### src/rtl/zaxxon_snd_pkg.sv
// zaxxon_snd_pkg: shared types and widths for the sound-sample SDRAM arbiter
package zaxxon_snd_pkg;
    localparam int WAVE_AW = 20;
    localparam int MEM_AW  = 25;
    localparam int WAVE_DW = 16;
    typedef enum logic [2:0] {IDLE, WRITE, READ, WAIT, GAP} arb_state_t;
endpackage

### src/rtl/sdram_wave_arbiter_if.sv
// sdram_wave_arbiter_if: download, sample-channel and SDRAM-side signals of the arbiter
interface sdram_wave_arbiter_if
    import zaxxon_snd_pkg::*;
#(
    parameter int NCH = 4
);
    logic                   dl_active;
    logic                   dl_wr;
    logic [MEM_AW-1:0]      dl_addr;
    logic [7:0]             dl_data;
    logic [NCH-1:0]         ch_req;
    logic [NCH*WAVE_AW-1:0] ch_addr;
    logic [NCH-1:0]         ch_ack;
    logic [WAVE_DW-1:0]     rd_data;
    logic [MEM_AW-1:0]      mem_addr;
    logic                   mem_rd;
    logic                   mem_we;
    logic [7:0]             mem_din;
    logic [WAVE_DW-1:0]     mem_dout;
    logic                   dl_overflow;
    modport master (
        input  dl_active, dl_wr, dl_addr, dl_data, ch_req, ch_addr, mem_dout,
        output ch_ack, rd_data, mem_addr, mem_rd, mem_we, mem_din, dl_overflow
    );
    modport slave (
        output dl_active, dl_wr, dl_addr, dl_data, ch_req, ch_addr, mem_dout,
        input  ch_ack, rd_data, mem_addr, mem_rd, mem_we, mem_din, dl_overflow
    );
endinterface

### src/rtl/wave_rr_pick.sv
// wave_rr_pick: lowest-indexed requester at or after the pointer, wrapping
module wave_rr_pick #(
    parameter int NCH = 4,
    parameter int PW  = 2
) (
    input  logic [NCH-1:0] req_i,
    input  logic [PW-1:0]  ptr_i,
    output logic [PW-1:0]  gnt_o,
    output logic           any_o
);
    logic [PW-1:0] idx;
    // scan from the farthest slot back to the pointer so the nearest requester wins
    always_comb begin
        gnt_o = ptr_i;
        idx   = ptr_i;
        for (int k = NCH - 1; k >= 0; k--) begin
            idx = PW'((int'(ptr_i) + k) % NCH);
            if (req_i[idx]) gnt_o = idx;
        end
    end
    assign any_o = |req_i;
endmodule

### src/rtl/sdram_wave_arbiter.sv
// sdram_wave_arbiter: shares the SDRAM port between download writes and round-robin sample reads
module sdram_wave_arbiter
    import zaxxon_snd_pkg::*;
#(
    parameter int NCH     = 4,
    parameter int RD_LAT  = 6,
    parameter int CMD_GAP = 2
) (
    input logic                 clk,
    input logic                 reset_n,
    sdram_wave_arbiter_if.master bus
);
    localparam int PW = NCH > 1 ? $clog2(NCH) : 1;
    arb_state_t         state_q, state_d;
    logic [7:0]         cnt_q, cnt_d;
    logic [PW-1:0]      ptr_q, ptr_d, gnt_q, gnt_d, pick;
    logic               any, done, drain;
    logic               wpend_q, wpend_d, ovf_q, ovf_d;
    logic [MEM_AW-1:0]  waddr_q, waddr_d;
    logic [7:0]         wdata_q, wdata_d;
    logic [WAVE_AW-1:0] raddr_q, raddr_d;
    logic [WAVE_DW-1:0] rd_q, rd_d;

    wave_rr_pick #(.NCH(NCH), .PW(PW)) u_pick (
        .req_i(bus.ch_req),
        .ptr_i(ptr_q),
        .gnt_o(pick),
        .any_o(any)
    );

    assign done  = state_q == WAIT && cnt_q == 8'd0;
    assign drain = state_q == WRITE;

    // next state: write buffer, FSM, counters, round-robin pointer and read capture
    always_comb begin
        state_d = state_q;
        cnt_d   = cnt_q;
        ptr_d   = ptr_q;
        gnt_d   = gnt_q;
        raddr_d = raddr_q;
        rd_d    = rd_q;
        wpend_d = drain ? 1'b0 : wpend_q;
        waddr_d = waddr_q;
        wdata_d = wdata_q;
        ovf_d   = ovf_q;
        if (bus.dl_wr) begin
            if (wpend_q && !drain) ovf_d = 1'b1;
            else begin
                wpend_d = 1'b1;
                waddr_d = bus.dl_addr;
                wdata_d = bus.dl_data;
            end
        end
        case (state_q)
            IDLE: begin
                // a strobe seen this cycle is already latched, so it can issue next cycle
                if (wpend_q || bus.dl_wr) state_d = WRITE;
                else if (!bus.dl_active && any) begin
                    state_d = READ;
                    gnt_d   = pick;
                    raddr_d = bus.ch_addr[pick*WAVE_AW +: WAVE_AW];
                end
            end
            WRITE: begin
                state_d = CMD_GAP > 1 ? GAP : IDLE;
                cnt_d   = 8'(CMD_GAP - 2);
            end
            READ: begin
                state_d = WAIT;
                cnt_d   = 8'(RD_LAT - 1);
            end
            WAIT: begin
                cnt_d = cnt_q - 8'd1;
                if (done) begin
                    rd_d    = bus.mem_dout;
                    ptr_d   = gnt_q == PW'(NCH - 1) ? '0 : gnt_q + 1'b1;
                    state_d = CMD_GAP > 1 ? GAP : IDLE;
                    cnt_d   = 8'(CMD_GAP - 2);
                end
            end
            GAP: begin
                cnt_d   = cnt_q - 8'd1;
                state_d = cnt_q == 8'd0 ? IDLE : GAP;
            end
            default: state_d = IDLE;
        endcase
    end

    // state registers; reset aborts any read in flight without an ack
    always_ff @(posedge clk or negedge reset_n) begin
        if (!reset_n) begin
            state_q <= IDLE;
            cnt_q   <= '0;
            ptr_q   <= '0;
            gnt_q   <= '0;
            raddr_q <= '0;
            rd_q    <= '0;
            wpend_q <= 1'b0;
            waddr_q <= '0;
            wdata_q <= '0;
            ovf_q   <= 1'b0;
        end else begin
            state_q <= state_d;
            cnt_q   <= cnt_d;
            ptr_q   <= ptr_d;
            gnt_q   <= gnt_d;
            raddr_q <= raddr_d;
            rd_q    <= rd_d;
            wpend_q <= wpend_d;
            waddr_q <= waddr_d;
            wdata_q <= wdata_d;
            ovf_q   <= ovf_d;
        end
    end

    // read data bypasses the capture register on the ack cycle so it is valid with the ack
    assign bus.ch_ack      = done ? NCH'(1) << gnt_q : '0;
    assign bus.rd_data     = done ? bus.mem_dout : rd_q;
    assign bus.mem_rd      = state_q == READ;
    assign bus.mem_we      = drain;
    assign bus.mem_addr    = drain ? waddr_q : state_q == READ ? MEM_AW'(raddr_q) : '0;
    assign bus.mem_din     = drain ? wdata_q : '0;
    assign bus.dl_overflow = ovf_q;
endmodule

### src/flat_wrapper.sv
// flat-port wrapper written by rule: the top's interface ports become plain ports
module sdram_wave_arbiter_flat import zaxxon_snd_pkg::*;
#(
    parameter int NCH     = 4,
    parameter int RD_LAT  = 6,
    parameter int CMD_GAP = 2
)
  (clk, reset_n, bus_dl_active, bus_dl_wr, bus_dl_addr, bus_dl_data, bus_ch_req, bus_ch_addr, bus_mem_dout, bus_ch_ack, bus_rd_data, bus_mem_addr, bus_mem_rd, bus_mem_we, bus_mem_din, bus_dl_overflow);
  sdram_wave_arbiter_if #(.NCH(NCH)) bus_i ();
  input logic clk;
  input logic reset_n;
  input wire logic [$bits(bus_i.dl_active)-1:0] bus_dl_active;
  input wire logic [$bits(bus_i.dl_wr)-1:0] bus_dl_wr;
  input wire logic [$bits(bus_i.dl_addr)-1:0] bus_dl_addr;
  input wire logic [$bits(bus_i.dl_data)-1:0] bus_dl_data;
  input wire logic [$bits(bus_i.ch_req)-1:0] bus_ch_req;
  input wire logic [$bits(bus_i.ch_addr)-1:0] bus_ch_addr;
  input wire logic [$bits(bus_i.mem_dout)-1:0] bus_mem_dout;
  output wire logic [$bits(bus_i.ch_ack)-1:0] bus_ch_ack;
  output wire logic [$bits(bus_i.rd_data)-1:0] bus_rd_data;
  output wire logic [$bits(bus_i.mem_addr)-1:0] bus_mem_addr;
  output wire logic [$bits(bus_i.mem_rd)-1:0] bus_mem_rd;
  output wire logic [$bits(bus_i.mem_we)-1:0] bus_mem_we;
  output wire logic [$bits(bus_i.mem_din)-1:0] bus_mem_din;
  output wire logic [$bits(bus_i.dl_overflow)-1:0] bus_dl_overflow;
  assign bus_i.dl_active = bus_dl_active;
  assign bus_i.dl_wr = bus_dl_wr;
  assign bus_i.dl_addr = bus_dl_addr;
  assign bus_i.dl_data = bus_dl_data;
  assign bus_i.ch_req = bus_ch_req;
  assign bus_i.ch_addr = bus_ch_addr;
  assign bus_i.mem_dout = bus_mem_dout;
  assign bus_ch_ack = bus_i.ch_ack;
  assign bus_rd_data = bus_i.rd_data;
  assign bus_mem_addr = bus_i.mem_addr;
  assign bus_mem_rd = bus_i.mem_rd;
  assign bus_mem_we = bus_i.mem_we;
  assign bus_mem_din = bus_i.mem_din;
  assign bus_dl_overflow = bus_i.dl_overflow;
  sdram_wave_arbiter #(.NCH(NCH), .RD_LAT(RD_LAT), .CMD_GAP(CMD_GAP)) u_core (.clk(clk), .reset_n(reset_n), .bus(bus_i));
endmodule
### config.mk
export PLATFORM = sky130hd
export DESIGN_NAME = sdram_wave_arbiter_flat
export DESIGN_NICKNAME = d
export VERILOG_FILES = /design/src/rtl/zaxxon_snd_pkg.sv /design/src/rtl/sdram_wave_arbiter_if.sv /design/src/rtl/wave_rr_pick.sv /design/src/rtl/sdram_wave_arbiter.sv /design/src/flat_wrapper.sv
export SDC_FILE = /design/constraint.sdc
export NUM_CORES = 1
export LEC_CHECK = 0
export BUFFER_PORTS_ARGS = -buffer_cell sky130_fd_sc_hd__buf_2
export CORE_ASPECT_RATIO = 0.5
export CORE_UTILIZATION = 45
export DETAILED_ROUTE_END_ITERATION = 16
export PLACE_DENSITY = 0.73
export SKIP_CTS_REPAIR_TIMING = 1
export SLEW_MARGIN = 0
export SYNTH_ARGS = -nofsm -noshare
export SYNTH_HDL_FRONTEND = slang
export SYNTH_SLANG_ARGS = --single-unit
### constraint.sdc
create_clock -name clk -period 4.2 [get_ports clk]
set_input_delay 0.21 -clock clk [delete_from_list [all_inputs] [get_ports clk]]
set_output_delay 0.21 -clock clk [all_outputs]
set_load 0.02 [all_outputs]
==> run_results.csv, run 1 <==
group,metric,value,unit
sta,rsz0062_at_grt,"no",
cts,cts_buffers,9,
grt,grt_max_degree,46,
pwr,irDropWorstVdd,272.1,µV
worst_setup_path,worst-setup-path-type,"flop to output port",
yosys,synth_cells,389,
yosys,ys_ff_latch,86,
place,dp_hpwl,8132,µm
finish,antennaDiodeCount,0,
grt,top_usage_layer,"met2",
worst_setup_path,crit_slowest_cell,"nand3_2",
worst_setup_path,cp_top_family,"simple AND/OR/NAND/NOR gates",
yosys,synth_top_area_share,45.33,%
sta,hold_slack,103.2,ps
yosys,yosysTopAreaCell,"dfrtp_1",
grt,met3_usage,4.909,%
route,via_per_inst,5.219,
cts,h-tree-depth,3,
sta,finalCritPeriodShare,72.16,%
finish,fillers,867,
sta,tightest_slew,1207,ps
worst_setup_path,crit_path_end_kind,"output port",
floorplanning,die_y,74.63,µm
cts,clock-sinks,86,
pwr,p_per_area,636.7,nW/µm²
sta,slew_violations,0,
sta,worst_slack,1169,ps
cts,cts_buffer_depth,2,
worst_setup_path,path_cells,"nor3_2 -> and4b_2 -> nand3_2 -> mux2_2 -> buf_2",
grt,antenna_found_initial,0,
worst_setup_path,critPathMaxFanout,39,
cts,cts_tree,"built",
yosys,synth-main-ff-cell,"dfrtp_1",
grt,grt.total_usage,20.22,%
route,antenna_left,0,
sta,finalHoldViolCount,0,
finish,multi_input_area,2370,µm²
grt,grt_first_pass_wirelength,17220,µm
outcome,status,"complete, no violations",
floorplanning,coreArea,10210,µm²
route,wl_per_cell,15.82,µm
floorplanning,die_area,10990,µm²
grt,grt_pass1_vias,3470,
cts,clk_pin_slew,70,ps
finish,regArea,2152,µm²
yosys,syn_nets,532,
floorplanning,initial_utilization,46.47,%
yosys,async_flop_share,100.0,%
worst_setup_path,start_kind,"flop",
yosys,ys_types,45,
cts,cts_root_buf,"clkbuf_16",
route,num_vias,3742,
route,drc,0,
finish,final_cell_area,6051,µm²
place,place_area,5732,µm²
place,place_ws,1341,ps
sta,relSlewSlack,19.24,%
finish,syn_to_final_growth,27.46,%
yosys,ys_top_cells_by_area,"dfrtp_1 45%, mux2_2 15%, mux2i_1 8.9%",
grt,use_met2,34.70,%
route,drt-initial-drc-count,194,
yosys,yosysMostFrequentCell,"dfrtp_1",
worst_setup_path,worst-path-buf-inv,1,
sta,fin_setup_tns,0,ps
pwr,power_leakage,0.002996,µW
sta,skew,7.001,ps
job,max_cap_viol_count,0,
route,firstDrtPassIters,5,
yosys,syn_area,4747,µm²
sta,min_period,3031,ps
place,globalplace.congestion,0.7524,
worst_setup_path,crit_arrival,2820,ps
sta,fmax,330.0,MHz
finish,drive_gt1_share,53.55,%
finish,final_nets,715,
grt,gr-total-overflow,0,
floorplanning,rows,26,
cts,clock_latency,330,ps
yosys,synth_common_cells,"86 x dfrtp_1, 63 x mux2_2, 42 x mux2i_1, 33 x nand2_1, 24 x a22o_1",
place,portBuffers,192,
yosys,yosys_warnings,0,
grt,grt.met1_usage,26.10,%
route,wl,11350,µm
yosys,synth-edff-count,0,
yosys,syn_avg_cell_area,12.20,µm²
floorplanning,die_w,147.3,µm
sta,finalSetupViolations,0,
worst_setup_path,cp.required,3990,ps
worst_setup_path,cp_slowest_stage_delay,710,ps
floorplanning,io_pins,193,
yosys,seq_area_frac_synth,45.33,%
min_path,hold_path.class,"primary input to flop",
[routing by layer]
metal / vias to the layer above / share of wire, %
li1: 1790 / -
met1: 1839 / 45
met2: 102 / 49
met3: 11 / 4.2
met4: 0 / 1.3
met5: - / 0
[stage by stage]
step	cells	power [µW]	utilization, %
2_1_floorplan	389	2594	-
4_1_cts	716	3880	59.14
6_report	717	3853	59.24
3_3_place_gp	700	2995	56.11
3_5_place_dp	700	3051	56.11
5_1_grt	717	4103	59.24
[power by group]
| group | internal, µW | switching, µW |
|---|---|---|
| Combinational | 771 | 868 |
| Sequential | 1170 | 227 |
| Clock | 480 | 331 |
| Total | 2430 | 1430 |
[registers in the layout, summed over array words and instances (netlist names)]
| name | count |
|---|---|
| u_core.waddr_q | 25 |
| u_core.raddr_q | 20 |
| u_core.rd_q | 16 |
| u_core.cnt_q | 8 |
| u_core.wdata_q | 8 |
| u_core.state_q | 3 |
| u_core.gnt_q | 2 |
| u_core.ptr_q | 2 |
| u_core.bus.dl_overflow | 1 |
| u_core.wpend_q | 1 |
[worst reg2reg max path: stages, from the launching register on]
cell	delay, ps
dfrtp_1	450
nor2_2	510
nand4_1	660
or2b_1	850
o221ai_2	330
[final timing paths]
check | start | endpoint | slack, ps | cells past startpoint
max reg2reg | u_core.state_q[2]$_DFFE_PN0P_ | u_core.raddr_q[11]$_DFFE_PN0P_ | 1310 | 4
max | u_core.cnt_q[4]$_DFFE_PN0P_ | bus_rd_data[3] | 1170 | 5
max in group asynchronous | reset_n | u_core.raddr_q[13]$_DFFE_PN0P_ | 2810 | 3
min in group asynchronous | reset_n | u_core.waddr_q[3]$_DFFE_PN0P_ | 420 | 2
min | bus_dl_data[6] | u_core.wdata_q[6]$_DFFE_PN0P_ | 100 | 2
min reg2reg | u_core.bus.dl_overflow$_DFFE_PN0P_ | u_core.bus.dl_overflow$_DFFE_PN0P_ | 470 | 1
[layout by cell type (no fill, tap or decap), types with 2 or more instances in the layout]
master	instances
mux2_4	4
a22o_1	24
o221ai_2	20
mux2_2	63
nand2b_1	6
buf_4	5
o21ai_1	2
nand2_1	33
and3_1	14
o22ai_1	2
clkbuf_16	9
a21o_1	2
inv_1	11
buf_2	191
nor2b_1	6
o21ai_0	3
dfrtp_1	86
ha_1	6
clkinvlp_4	3
mux2i_1	42
nor2_1	14
a21oi_1	3
nor2_2	2
[layout make-up]
cell class / instances / share of cell area (%)
Clock buffer: 10 / 3.950
Clock inverter: 6 / 1.158
Inverter: 11 / 0.6824
Multi-Input combinational cell: 267 / 39.16
Sequential cell: 86 / 35.57
Tap cell: 140 / 2.895
Timing Repair Buffer: 197 / 16.58
[cells by family (layout without fill, tap and decap cells)]
| logic type | after synthesis | count (layout) | synth area share, % |
|---|---|---|---|
| and+or+nand+nor | 87 | 87 | 9.305 |
| AOI/OAI and AO/OA | 63 | 63 | 13.55 |
| xor gates and xnor gates | 2 | 2 | 0.3691 |
| buffers and inverters | 36 | 224 | 4.797 |
| muxes | 109 | 109 | 25.07 |
| DFF | 86 | 86 | 45.33 |
| adders and majority gates | 6 | 6 | 1.581 |
(Power assumes the default switching activity.)
==> inputs of run 2 (changes only) <==
- ABC_AREA: default -> 1
- clock period: 4.2 -> 3.1 ns (I/O delays scaled with it)
==> run 2 against run 1 <==
- worst hold slack got worse by 78 ps
- design area rose by 0.68%
- count of clock-buffer cells in the layout fell by 1
- clock skew fell by 2.0 ps
- register-to-register slack got worse by 670 ps
- die area did not move
- sequential share of layout area fell by 0.24 points
- cell count rose by 30%
- critical path type unchanged
- critical endpoint is now bus_rd_data[11]
- largest power group unchanged
==> run_results.csv, run 2 <==
group,metric,value,unit
worst_setup_path,crit_path_end_kind,"output port",
cts,cts_root_buf,"clkbuf_16",
route,firstDrtPassIters,5,
worst_setup_path,cp_slowest_stage_delay,420,ps
yosys,syn_avg_cell_area,7.769,µm²
route,via_per_inst,4.979,
route,wl_per_cell,13.15,µm
worst_setup_path,crit_slowest_cell,"dfrtp_1",
yosys,syn_nets,754,
grt,grt.total_usage,22.52,%
sta,tightest_slew,651.0,ps
finish,top_regs,"u_core.waddr_q x25, u_core.raddr_q x20, u_core.rd_q x16",
yosys,synth_cells,611,
cts,clk_pin_slew,70,ps
worst_setup_path,cp.required,2940,ps
min_path,hold_path.class,"primary input to flop",
grt,grt_pass1_vias,4185,
pwr,power_frac_seq,30.1,%
worst_setup_path,critPathMaxFanout,20,
cts,clock_latency,340,ps
yosys,async_flop_share,100.0,%
pwr,switching_share,45.18,%
finish,regMostFlops,"u_core.waddr_q",
finish,syn_to_final_growth,28.33,%
worst_setup_path,path_cells,"nor2_1 -> nand2_1 -> inv_1 -> nand4_1 -> nor2_1 -> inv_1 -> nand2_1 -> nand2_1 -> buf_2",
sta,min_period,2534,ps
cts,h-tree-depth,3,
yosys,seq_area_frac_synth,45.33,%
pwr,power_leakage,0.003304,µW
grt,antenna_found_initial,0,
finish,final_cell_mix,"191 x buf_2, 185 x nand2_1, 112 x nand3_1, 86 x dfrtp_1, 45 x inv_1",
sta,skew,5.030,ps
finish,drive_gt1_share,30.31,%
worst_setup_path,worst-setup-path-type,"flop to output port",
finish,final_cell_area,6092,µm²
finish,final_common_cell,"buf_2",
grt,grt_max_degree,47,
route,drc,0,
outcome,status,"complete, no violations",
place,place_area,5773,µm²
yosys,synth_common_cells,"185 x nand2_1, 112 x nand3_1, 86 x dfrtp_1, 45 x inv_1, 42 x nor2_1",
route,antenna_left,0,
floorplanning,die_w,147.3,µm
finish,final_nets,933,
worst_setup_path,crit_arrival,2380,ps
route,num_vias,4655,
sta,finalHoldViolCount,0,
yosys,ys_top_cells_by_area,"dfrtp_1 45%, nand2_1 15%, nand3_1 12%",
place,globalplace.congestion,0.8741,
sta,finalCritPeriodShare,81.75,%
yosys,yosys_warnings,0,
route,wl,12290,µm
job,max_cap_viol_count,0,
cts,cts_buffer_depth,2,
finish,largest_reg_flops,25,
floorplanning,die_y,74.63,µm
worst_setup_path,start_kind,"flop",
grt,grt_first_pass_wirelength,19420,µm
pwr,irDropWorstVdd,533.5,µV
sta,slew_violations,0,
cts,cts_tree,"built",
sta,relSlewSlack,56.55,%
route,drt-initial-drc-count,226,
floorplanning,rows,26,
pwr,power_switching,2756,µW
place,dp_hpwl,9000,µm
sta,finalSetupViolations,0,
floorplanning,die_area,10990,µm²
floorplanning,io_pins,193,
yosys,synth-edff-count,0,
finish,antennaDiodeCount,0,
sta,fin_setup_tns,0,ps
yosys,ys_ff_latch,86,
grt,gr-total-overflow,0,
cts,clock-sinks,86,
yosys,ys_types,35,
cts,cts_buffers,9,
sta,rsz0062_at_grt,"no",
floorplanning,coreArea,10210,µm²
pwr,p_comb_share,51.9,%
pwr,clkPwrFrac,18.0,%
sta,fmax,394.6,MHz
yosys,syn_area,4747,µm²
pwr,p_int,3344,µW
yosys,yosysMostFrequentCell,"nand2_1",
worst_setup_path,crit_top_cell,"nand2_1",
yosys,yosysTopAreaCell,"dfrtp_1",
finish,fillers,990,
worst_setup_path,cp_top_family,"simple AND/OR/NAND/NOR gates",
pwr,p_per_area,1001,nW/µm²
place,portBuffers,192,
yosys,synth-main-ff-cell,"dfrtp_1",
floorplanning,initial_utilization,46.47,%
worst_setup_path,worst-path-buf-inv,3,
yosys,synth_top_area_share,45.33,%
[run 2: final cells by class]
| cell class | count | area (µm²) | share of cell area, % |
|---|---|---|---|
| flip-flops and latches | 86 | 2152 | 35.33 |
| multi-input cells | 438 | 2213 | 36.33 |
| inverters | 53 | 201.4 | 3.307 |
| clock buffers | 9 | 225.2 | 3.697 |
| repair buffers | 202 | 1041 | 17.09 |
| well taps | 140 | 175.2 | 2.875 |
| clock inverters | 7 | 83.83 | 1.376 |
[run 2: final timing paths]
path	start	end	slack, ps	cells past startpoint
setup / recovery	u_core.cnt_q[4]$_DFFE_PN0P_	bus_rd_data[11]	570	9
hold / removal	bus_dl_addr[18]	u_core.waddr_q[18]$_DFFE_PN0P_	30	2
setup reg to reg	u_core.ptr_q[0]$_DFFE_PN0P_	u_core.raddr_q[7]$_DFFE_PN0P_	640	14
hold reg to reg	u_core.rd_q[10]$_DFFE_PN0P_	u_core.rd_q[10]$_DFFE_PN0P_	470	2
max in group asynchronous	reset_n	u_core.raddr_q[5]$_DFFE_PN0P_	2010	3
min in group asynchronous	reset_n	u_core.rd_q[13]$_DFFE_PN0P_	370	2
[run 2: through the flow]
stage	cells	total power (µW)	utilization, %	setup WS [ps]	hold slack, ps
2_1_floorplan	611	4312	-	1454	-140.6
3_3_place_gp	918	4950	56.52	742.7	187.7
3_5_place_dp	918	5036	56.52	649.0	197.1
4_1_cts	934	6160	59.54	547.1	-165.6
5_1_grt	935	6642	59.64	318.3	21.69
6_report	935	6100	59.64	565.6	25.52
[run 2: worst register-to-register path: cells and delay by family (launching register included)]
| kind | cells | cell delay (ps) |
|---|---|---|
| buffers and inverters | 4 | 980 |
| flip-flops | 1 | 490 |
| AND/OR/NAND/NOR | 10 | 930 |
[run 2: metal layers]
metal  vias to the layer above  GRT usage, %  routed length, µm
met2                       119         37.47               6001
met1                      2171         29.26               5589
met3                        18         5.394                508
met5                         -             0                  0
li1                       2347             -                  -
met4                         0         8.591                195
[run 2: kinds of logic (layout without fill, tap and decap cells)]
group,Yosys count,after routing,synth area share [%]
xor+xnor,3,3,0.5536
simple gates,353,353,31.87
fa+ha+maj,6,6,1.581
mux,20,20,4.744
compound gates,56,56,7.776
buf+inv,87,271,8.144
flops,86,86,45.33
[run 2: power groups by stage]
stage	sequential (µW)	clock [µW]	combinational, µW
5_1_grt	1900	1180	3570
4_1_cts	1830	1130	3200
3_3_place_gp	1840	0	3110
2_1_floorplan	1770	0	2540
6_report	1840	1100	3170
3_5_place_dp	1850	0	3190
==> inputs of run 3 (changes only) <==
- ABC_AREA: 1 -> 0
- clock period: 3.1 -> 2.36 ns (I/O delays scaled with it)
==> run 3 against run 2 <==
- sequential share of layout area is 0.96 points lower
- via count down 19%
- non-clock buffer count increased by 12
- utilization increased by 1.7 points
- clock power rose by 31%
- clock skew increased by 2.8 ps
==> run_results.csv, run 3 (synthesis results as in run 1) <==
group,metric,value,unit
outcome,status,"complete, no violations",
sta,finalCritPeriodShare,95.75,%
route,via_per_inst,5.162,
pwr,total_power,6941,µW
finish,fin_cells,734,
grt,grt_first_pass_wirelength,17290,µm
pwr,irDropWorstVdd,512.0,µV
sta,min_period,2260,ps
route,firstDrtPassIters,4,
sta,fin_setup_tns,0,ps
cts,cts_buffers,9,
grt,antenna_found_initial,0,
pwr,p_per_area,1108,nW/µm²
route,antenna_left,0,
worst_setup_path,worst-setup-path-type,"flop to output port",
finish,fillers,837,
floorplanning,die_y,74.63,µm
place,portBuffers,192,
job,max_cap_viol_count,0,
place,place_area,5857,µm²
finish,largest_reg_flops,25,
route,num_vias,3789,
finish,final_cell_mix,"191 x buf_2, 86 x dfrtp_1, 63 x mux2_2, 42 x mux2i_1, 33 x nand2_1",
route,drt-initial-drc-count,159,
finish,drive_gt1_share,54.04,%
sta,fmax,442.5,MHz
grt,grt_pass1_vias,3576,
finish,final_nets,732,
finish,final_cell_area,6262,µm²
route,drc,0,
floorplanning,initial_utilization,46.47,%
worst_setup_path,cp_slowest_stage_delay,420,ps
cts,clk_pin_slew,70,ps
sta,finalSetupViolations,0,
sta,rsz0062_at_grt,"no",
worst_setup_path,crit_slowest_cell,"dfrtp_1",
finish,regArea,2152,µm²
worst_setup_path,crit_path_end_kind,"output port",
cts,cts_root_buf,"clkbuf_16",
floorplanning,coreArea,10210,µm²
grt,gr-total-overflow,0,
floorplanning,io_pins,193,
sta,slew_violations,0,
sta,finalHoldViolCount,0,
grt,grt.total_usage,20.46,%
cts,clock_latency,340,ps
finish,final_common_cell,"buf_2",
grt,grt_max_degree,47,
pwr,power_leakage,0.003106,µW
worst_setup_path,crit_arrival,2140,ps
sta,tightest_slew,557.8,ps
cts,clock-sinks,86,
finish,antennaDiodeCount,0,
cts,h-tree-depth,3,
worst_setup_path,critPathMaxFanout,20,
place,dp_hpwl,8297,µm
min_path,hold_path.class,"primary input to flop",
finish,multi_input_area,2377,µm²
finish,syn_to_final_growth,31.92,%
worst_setup_path,start_kind,"flop",
route,wl,11410,µm
sta,skew,7.838,ps
cts,cts_buffer_depth,2,
finish,regMostFlops,"u_core.waddr_q",
finish,post-route-util,61.31,%
floorplanning,rows,26,
floorplanning,die_area,10990,µm²
sta,relSlewSlack,62.69,%
place,globalplace.congestion,0.8245,
worst_setup_path,path_cells,"nor3_2 -> and4b_2 -> nand3_4 -> buf_12 -> mux2_4 -> buf_2",
finish,top_regs,"u_core.waddr_q x25, u_core.raddr_q x20, u_core.rd_q x16",
cts,cts_tree,"built",
worst_setup_path,cp.required,2240,ps
place,place_inst,710,
route,wl_per_cell,15.54,µm
floorplanning,die_w,147.3,µm
run 3: changes by cell type in the layout (fill, tap and decap cells not counted), moves of 6 or more:
| cell | delta |
|---|---|
| nand2_1 | -152 |
| nand3_1 | -112 |
| mux2_2 | +56 |
| mux2i_1 | +42 |
| inv_1 | -34 |
| nor2_1 | -26 |
| o221ai_2 | +20 |
| a21oi_1 | -14 |
| and3_1 | +14 |
| mux2_1 | -13 |
| o21ai_0 | -8 |
| inv_2 | -6 |
| nand2b_1 | +6 |
| nor2b_1 | +6 |
run 3: per-layer routing:
metal | vias up | track usage [%] | part of all wire (%)
li1 | 1827 | - | -
met1 | 1855 | 26.48 | 46
met2 | 96 | 34.91 | 49
met3 | 11 | 4.970 | 4.1
met4 | 0 | 6.071 | 0.96
met5 | - | 0 | 0
run 3: critical path: cells and delay by family (launching register included):
family | cells | cell delay, ps
AND/OR/NAND/NOR | 3 | 720
flip-flops | 1 | 420
buffers and inverters | 2 | 360
multiplexers | 1 | 300
run 3: through the flow:
step	hold WS (ps)	setup slack [ps]
final	4.731	100.2
after floorplan	-177.6	654.8
after detailed placement	143.6	447.6
after global routing	1.339	0.9523
after CTS	-225.7	72.94
after global placement	141.0	479.5
run 3: worst paths after layout:
| check | from | end | slack (ps) | cells past startpoint |
|---|---|---|---|---|
| hold reg to reg | u_core.bus.dl_overflow$_DFFE_PN0P_ | u_core.bus.dl_overflow$_DFFE_PN0P_ | 480 | 1 |
| setup / recovery | u_core.cnt_q[2]$_DFFE_PN0P_ | bus_rd_data[11] | 100 | 6 |
| min in group asynchronous | reset_n | u_core.waddr_q[1]$_DFFE_PN0P_ | 310 | 2 |
| hold / removal | bus_dl_data[2] | u_core.wdata_q[2]$_DFFE_PN0P_ | 5 | 2 |
| max in group asynchronous | reset_n | u_core.raddr_q[0]$_DFFE_PN0P_ | 1400 | 3 |
| setup reg to reg | u_core.ptr_q[0]$_DFFE_PN0P_ | u_core.raddr_q[0]$_DFFE_PN0P_ | 470 | 6 |
run 3: layout make-up:
class | count | share of cell area, %
multi-input combinational | 267 | 37.96
sequential | 86 | 34.37
timing repair buffer | 214 | 19.34
clock buffer | 9 | 3.596
tap | 140 | 2.797
clock inverter | 7 | 1.279
inverter | 11 | 0.6593
run 3: report_power, final:
| part | switching [µW] | internal (µW) | total [µW] |
|---|---|---|---|
| Sequential | 348 | 2090 | 2440 |
| Clock | 612 | 833 | 1440 |
| Combinational | 1600 | 1460 | 3060 |
| Total | 2560 | 4380 | 6940 |
